<file path="config.mk">
export PLATFORM = sky130hd
export DESIGN_NAME = wb_arbiter
export DESIGN_NICKNAME = d
export VERILOG_FILES = /design/src/rtl/wb_arbiter.sv
export SDC_FILE = /design/constraint.sdc
export NUM_CORES = 1
export LEC_CHECK = 0
export ABC_AREA = 0
export CAP_MARGIN = 25
export CORE_AREA = 8 8 147 149
export CTS_BUF_LIST = sky130_fd_sc_hd__clkbuf_16
export CTS_CLUSTER_DIAMETER = 50
export DETAILED_ROUTE_END_ITERATION = 16
export DIE_AREA = 0 0 155 157
export PLACE_DENSITY_LB_ADDON = 0.12
export SLEW_MARGIN = 25
export SYNTH_ARGS = -nofsm -noshare
export SYNTH_HDL_FRONTEND = slang
export SYNTH_SLANG_ARGS = --single-unit
</file>
<file path="constraint.sdc">
create_clock -name clk -period 5.6 [get_ports clk]
set_input_delay 1.12 -clock clk [delete_from_list [all_inputs] [get_ports clk]]
set_output_delay 1.12 -clock clk [all_outputs]
set_load 0.02 [all_outputs]
</file>
<file path="src/rtl/wb_arbiter.sv">
// wb_arbiter: writeback-side driver for the register-file write port.
// Merges single-cycle ALU results with load responses buffered in a small
// FIFO, arbitrates with a starvation guard and issues at most one register
// write per cycle through a registered write port.
// Optional build macro: WB_FWD_EN adds combinational forwarding outputs
// (fwd_valid/fwd_rd/fwd_data) that mirror the current-cycle grant.

module wb_arbiter #(
  parameter int LD_DEPTH   = 2,  // power of 2, >= 2
  parameter int STARVE_LIM = 4   // >= 1
) (
  input  logic        clk,
  input  logic        rst_n,
  input  logic        alu_valid,
  output logic        alu_ready,
  input  logic [4:0]  alu_rd,
  input  logic [31:0] alu_data,
  input  logic        ld_valid,
  output logic        ld_ready,
  input  logic [4:0]  ld_rd,
  input  logic [31:0] ld_word,
  input  logic [2:0]  ld_funct3,
  input  logic [1:0]  ld_off,
  output logic        WrEn_RF,
  output logic [4:0]  WAddr_RF,
  output logic [31:0] WD_RF
`ifdef WB_FWD_EN
  ,
  output logic        fwd_valid,
  output logic [4:0]  fwd_rd,
  output logic [31:0] fwd_data
`endif
);

  localparam int AW = $clog2(LD_DEPTH);
  localparam int CW = $clog2(LD_DEPTH) + 1;
  localparam int SW = $clog2(STARVE_LIM + 1);
  localparam logic [CW-1:0] DEPTH_C = CW'(LD_DEPTH);
  localparam logic [SW-1:0] LIM_C   = SW'(STARVE_LIM);

  // FIFO storage: destination register plus the already-extended value
  logic [4:0]    mem_rd_q   [LD_DEPTH];
  logic [4:0]    mem_rd_d   [LD_DEPTH];
  logic [31:0]   mem_data_q [LD_DEPTH];
  logic [31:0]   mem_data_d [LD_DEPTH];
  logic [AW-1:0] wr_ptr_q, wr_ptr_d;
  logic [AW-1:0] rd_ptr_q, rd_ptr_d;
  logic [CW-1:0] count_q, count_d;
  logic [SW-1:0] starve_q, starve_d;

  // Registered write port
  logic          wr_en_q, wr_en_d;
  logic [4:0]    waddr_q, waddr_d;
  logic [31:0]   wd_q, wd_d;

  logic          fifo_empty;
  logic          force_ld;
  logic          grant_alu;
  logic          grant_ld;
  logic          push;
  logic [4:0]    win_rd;
  logic [31:0]   win_data;
  logic [7:0]    ld_byte;
  logic [15:0]   ld_half;
  logic [31:0]   ld_ext;

  // Align and extend the incoming load word so the FIFO holds final values
  always_comb begin
    ld_byte = 8'h00;
    case (ld_off)
      2'd0:    ld_byte = ld_word[7:0];
      2'd1:    ld_byte = ld_word[15:8];
      2'd2:    ld_byte = ld_word[23:16];
      default: ld_byte = ld_word[31:24];
    endcase
    ld_half = ld_off[1] ? ld_word[31:16] : ld_word[15:0];
    case (ld_funct3)
      3'd0:    ld_ext = {{24{ld_byte[7]}}, ld_byte};
      3'd4:    ld_ext = {24'h000000, ld_byte};
      3'd1:    ld_ext = {{16{ld_half[15]}}, ld_half};
      3'd5:    ld_ext = {16'h0000, ld_half};
      default: ld_ext = ld_word;
    endcase
  end

  // Arbitration: ALU wins unless a load has waited through STARVE_LIM ALU grants
  always_comb begin
    fifo_empty = (count_q == '0);
    force_ld   = (starve_q == LIM_C);
    grant_alu  = rst_n && alu_valid && (fifo_empty || !force_ld);
    grant_ld   = rst_n && !fifo_empty && (!alu_valid || force_ld);
    ld_ready   = rst_n && (count_q < DEPTH_C);
    alu_ready  = grant_alu;
    push       = ld_valid && ld_ready;
    if (grant_alu) begin
      win_rd   = alu_rd;
      win_data = alu_data;
    end else begin
      win_rd   = mem_rd_q[rd_ptr_q];
      win_data = mem_data_q[rd_ptr_q];
    end
  end

  // Next-state for FIFO, starvation counter and the write port
  always_comb begin
    mem_rd_d   = mem_rd_q;
    mem_data_d = mem_data_q;
    wr_ptr_d   = wr_ptr_q;
    rd_ptr_d   = rd_ptr_q;
    count_d    = count_q;
    starve_d   = starve_q;
    wr_en_d    = 1'b0;
    waddr_d    = waddr_q;
    wd_d       = wd_q;

    if (push) begin
      mem_rd_d[wr_ptr_q]   = ld_rd;
      mem_data_d[wr_ptr_q] = ld_ext;
      wr_ptr_d             = wr_ptr_q + AW'(1);
    end
    if (grant_ld) begin
      rd_ptr_d = rd_ptr_q + AW'(1);
    end
    case ({push, grant_ld})
      2'b10:   count_d = count_q + CW'(1);
      2'b01:   count_d = count_q - CW'(1);
      default: count_d = count_q;
    endcase

    if (grant_ld || fifo_empty) begin
      starve_d = '0;
    end else if (grant_alu && (starve_q != LIM_C)) begin
      starve_d = starve_q + SW'(1);
    end

    if (grant_alu || grant_ld) begin
      wr_en_d = (win_rd != 5'd0);
      waddr_d = win_rd;
      wd_d    = win_data;
    end
  end

  // Control state with synchronous active-low reset
  always_ff @(posedge clk) begin
    if (!rst_n) begin
      wr_ptr_q <= '0;
      rd_ptr_q <= '0;
      count_q  <= '0;
      starve_q <= '0;
      wr_en_q  <= 1'b0;
      waddr_q  <= 5'd0;
      wd_q     <= 32'd0;
    end else begin
      wr_ptr_q <= wr_ptr_d;
      rd_ptr_q <= rd_ptr_d;
      count_q  <= count_d;
      starve_q <= starve_d;
      wr_en_q  <= wr_en_d;
      waddr_q  <= waddr_d;
      wd_q     <= wd_d;
    end
  end

  // FIFO payload needs no reset; validity is tracked by the pointers and count
  always_ff @(posedge clk) begin
    mem_rd_q   <= mem_rd_d;
    mem_data_q <= mem_data_d;
  end

  assign WrEn_RF  = wr_en_q;
  assign WAddr_RF = waddr_q;
  assign WD_RF    = wd_q;

`ifdef WB_FWD_EN
  assign fwd_valid = (grant_alu || grant_ld) && (win_rd != 5'd0);
  assign fwd_rd    = win_rd;
  assign fwd_data  = win_data;
`endif

endmodule
</file>
==> impl_metrics.env <==
export IMPL_cts_resized=0
export IMPL_gr_usage_all_layers_pct=13.37
export IMPL_synthTopCellsByArea="edfxtp_1 39%, dfxtp_1 16%, mux2i_1 7.1%, a32o_1 6.5%, o31a_1 5.9%"
export IMPL_setup_viol=0
export IMPL_wl_um=16240
export IMPL_worstPathMaxFanout=43
export IMPL_path_clk_slew_ns=0.05
export IMPL_layout_min_cycle_time_ns=4.084
export IMPL_slowest_stage="clkdlybuf4s50_1"
export IMPL_min_path_type="flop to flop"
export IMPL_register_area_um2=3124
export IMPL_clock_latency_ns=0.41
export IMPL_cts_buffers=17
export IMPL_fillCellCount=1838
export IMPL_postCtsSetupBuffers=0
export IMPL_cpMostUsedCell="clkdlybuf4s50_1"
export IMPL_clockBufferDepth=2
export IMPL_drv_slew=0
export IMPL_maxCapViolations=0
export IMPL_tns_ns=0
export IMPL_die_x_um=155
export IMPL_end_kind="output pin"
export IMPL_port_buffers=122
export IMPL_placed_cell_area_um2=7052
export IMPL_cp_start_kind="input pin"
export IMPL_finalPower_uw=2485
export IMPL_drtIter0Drc=314
export IMPL_crit_chain="clkdlybuf4s50_1, buf_4, nor2b_1, clkdlybuf4s50_1"
export IMPL_fin_skew_ns=0.006454
export IMPL_rsz0062_at_grt="no"
export IMPL_cp_data_arrival_time_ns=2.96
export IMPL_postSynthCellCount=451
export IMPL_clock_tree_root_cell="clkbuf_16"
export IMPL_grt_pass1_vias=4247
export IMPL_antenna_found_initial=0
export IMPL_start_util_pct=29.44
export IMPL_antenna_cells=0
export IMPL_crit_required_ns=4.48
export IMPL_cts_tree="built"
export IMPL_ir_drop_mv=0.1920
export IMPL_final_util_pct=39.41
export IMPL_yosys_top_cells_count="74 x edfxtp_1, 45 x dfxtp_1, 40 x mux2i_1, 38 x o21ai_0, 38 x o31a_1"
export IMPL_async_flop_share_pct=0
export IMPL_cts_sinks=119
export IMPL_synth_top_area_share_pct=39.29
export IMPL_drive_gt1_share_pct=8.481
export IMPL_dieHeight_um=157
export IMPL_ys_seq_area_share_pct=55.22
export IMPL_synth_edf_count=74
export IMPL_finalCritPeriodShare_pct=72.93
export IMPL_pin_count=123
export IMPL_dp_hpwl_um=11300
export IMPL_holdBufCountCts=0
export IMPL_grt_pass1_wl_um=25000
export IMPL_multi_input_area_um2=2250
export IMPL_place_gp_congestion=0.8264
export IMPL_crit_path_max_incr_delay_ns=0.64
export IMPL_fmax_mhz=244.9
export IMPL_rows=51
export IMPL_hold_viol_final=0
export IMPL_power_density_nw_per_um2=328.2
export IMPL_ys_flop_type="edfxtp_1"
export IMPL_routedWlPerCell_um=19.54
export IMPL_nets=639
export IMPL_critPathKind="input pin to output pin"
export IMPL_num_vias=4257
export IMPL_syn_to_final_growth_pct=33.85
export IMPL_synth_top_area_cell="edfxtp_1"
export IMPL_post_drt_via_cell_ratio=5.123
export IMPL_synth_cell_type_count=45
export IMPL_design_area_um2=7570
export IMPL_htreeDepth=4
export IMPL_yosys_warnings=0
export IMPL_synth_fp_nets=537
export IMPL_drcViolationCount=0
export IMPL_yosysMostFrequentCell="edfxtp_1"
export IMPL_core_um2=19210
export IMPL_drt_antenna_violating_nets=0
export IMPL_synth_seq_cells=119
export IMPL_grt_max_degree=77
export IMPL_p_leak_uw=0.002505
export IMPL_die_area_um2=24340
export IMPL_worst_pin_slew_ns=0.9203
export IMPL_outcome="complete, no violations"
export IMPL_relSlewSlack_pct=38.46
export IMPL_first_pass_iters=4
export IMPL_grt_overflow=0
export IMPL_synth_area_um2=5655
export IMPL_postSynthAreaPerCell_um2=12.54
==> metal layers <==
| layer | track usage, % | share of wire (%) |
|---|---|---|
| met1 | 17.64 | 46 |
| met4 | 4.480 | 1.3 |
| met5 | 0 | 0 |
| met3 | 3.948 | 6.0 |
| met2 | 20.55 | 47 |
==> path summary, 6_finish.rpt <==
| check | startpoint | to | slack, ns | cells after the start |
|---|---|---|---|---|
| setup reg to reg | rd_ptr_q | WD_RF[15] | 3.59 | 4 |
| hold reg to reg | starve_q[0] | starve_q[0] | 0.46 | 1 |
| setup / recovery | rst_n | ld_ready | 1.52 | 4 |
| hold / removal | starve_q[0] | starve_q[0] | 0.46 | 1 |
==> through the flow <==
| stage | std cells | hold WS (ns) | setup WS, ns |
|---|---|---|---|
| after detailed placement | 799 | 0.4491 | 1.493 |
| after floorplan | 451 | 0.4173 | 1.768 |
| after CTS | 831 | 0.4593 | 1.491 |
| after global routing | 831 | 0.4907 | 1.404 |
| final | 831 | 0.4611 | 1.516 |
| after global placement | 798 | 0.4275 | 1.529 |
==> flip-flops by register name, summed over array words and instances, names as in the netlist <==
name	cells
starve_q	3
mem_data_q	64
WrEn_RF	1
mem_rd_q	10
WAddr_RF	5
wr_ptr_q	1
rd_ptr_q	1
count_q	2
WD_RF	32
==> cell families after synthesis <==
kind of cell               count (synthesis)  share of synthesized area, %
buffers and inverters                     60                         5.177
AOI/OAI and AO/OA                        171                         23.74
and+or+nand+nor                           46                         4.314
xor gates and xnor gates                   4                        0.6196
adders and majority gates                  3                        0.6638
DFF                                      119                         55.22
muxes                                     48                         10.27
==> final cells by class <==
cell class              count  area share [%]
flip-flops and latches    119           41.27
repair buffers            129           17.09
clock inverters            14          0.8926
well taps                 265           4.380
inverters                  14          0.6942
multi-input cells         272           29.72
clock buffers              18           5.950
==> cells in the final DEF (no fill, tap or decap), drive strengths merged, types with 9 or more instances in the layout <==
cell / Yosys / layout
o31a: 38 / 38
a22o: 9 / 9
mux2i: 40 / 40
clkbuf: 15 / 18
a32o: 37 / 37
o22ai: 9 / 9
clkdlybuf4s50: 0 / 122
edfxtp: 74 / 74
nand2: 10 / 10
inv: 13 / 18
o21ai: 47 / 47
dfxtp: 45 / 45
a21oi: 9 / 9
nor2: 17 / 17
==> worst max-delay path, delay by kind of cell <==
kind / cells / cell delay (ns)
buffers and inverters: 3 / 1.55
AND/OR/NAND/NOR: 1 / 0.28
==> where the power goes <==
| part | internal [uW] | leakage, uW | total [uW] | switching, uW |
|---|---|---|---|---|
| sequential | 1020 | 0.00106 | 1060 | 41.9 |
| clock | 575 | 0.000267 | 934 | 359 |
| combinational | 245 | 0.00118 | 490 | 246 |
| total | 1840 | 0.00250 | 2480 | 647 |
Power figures use the tool's default switching activity.
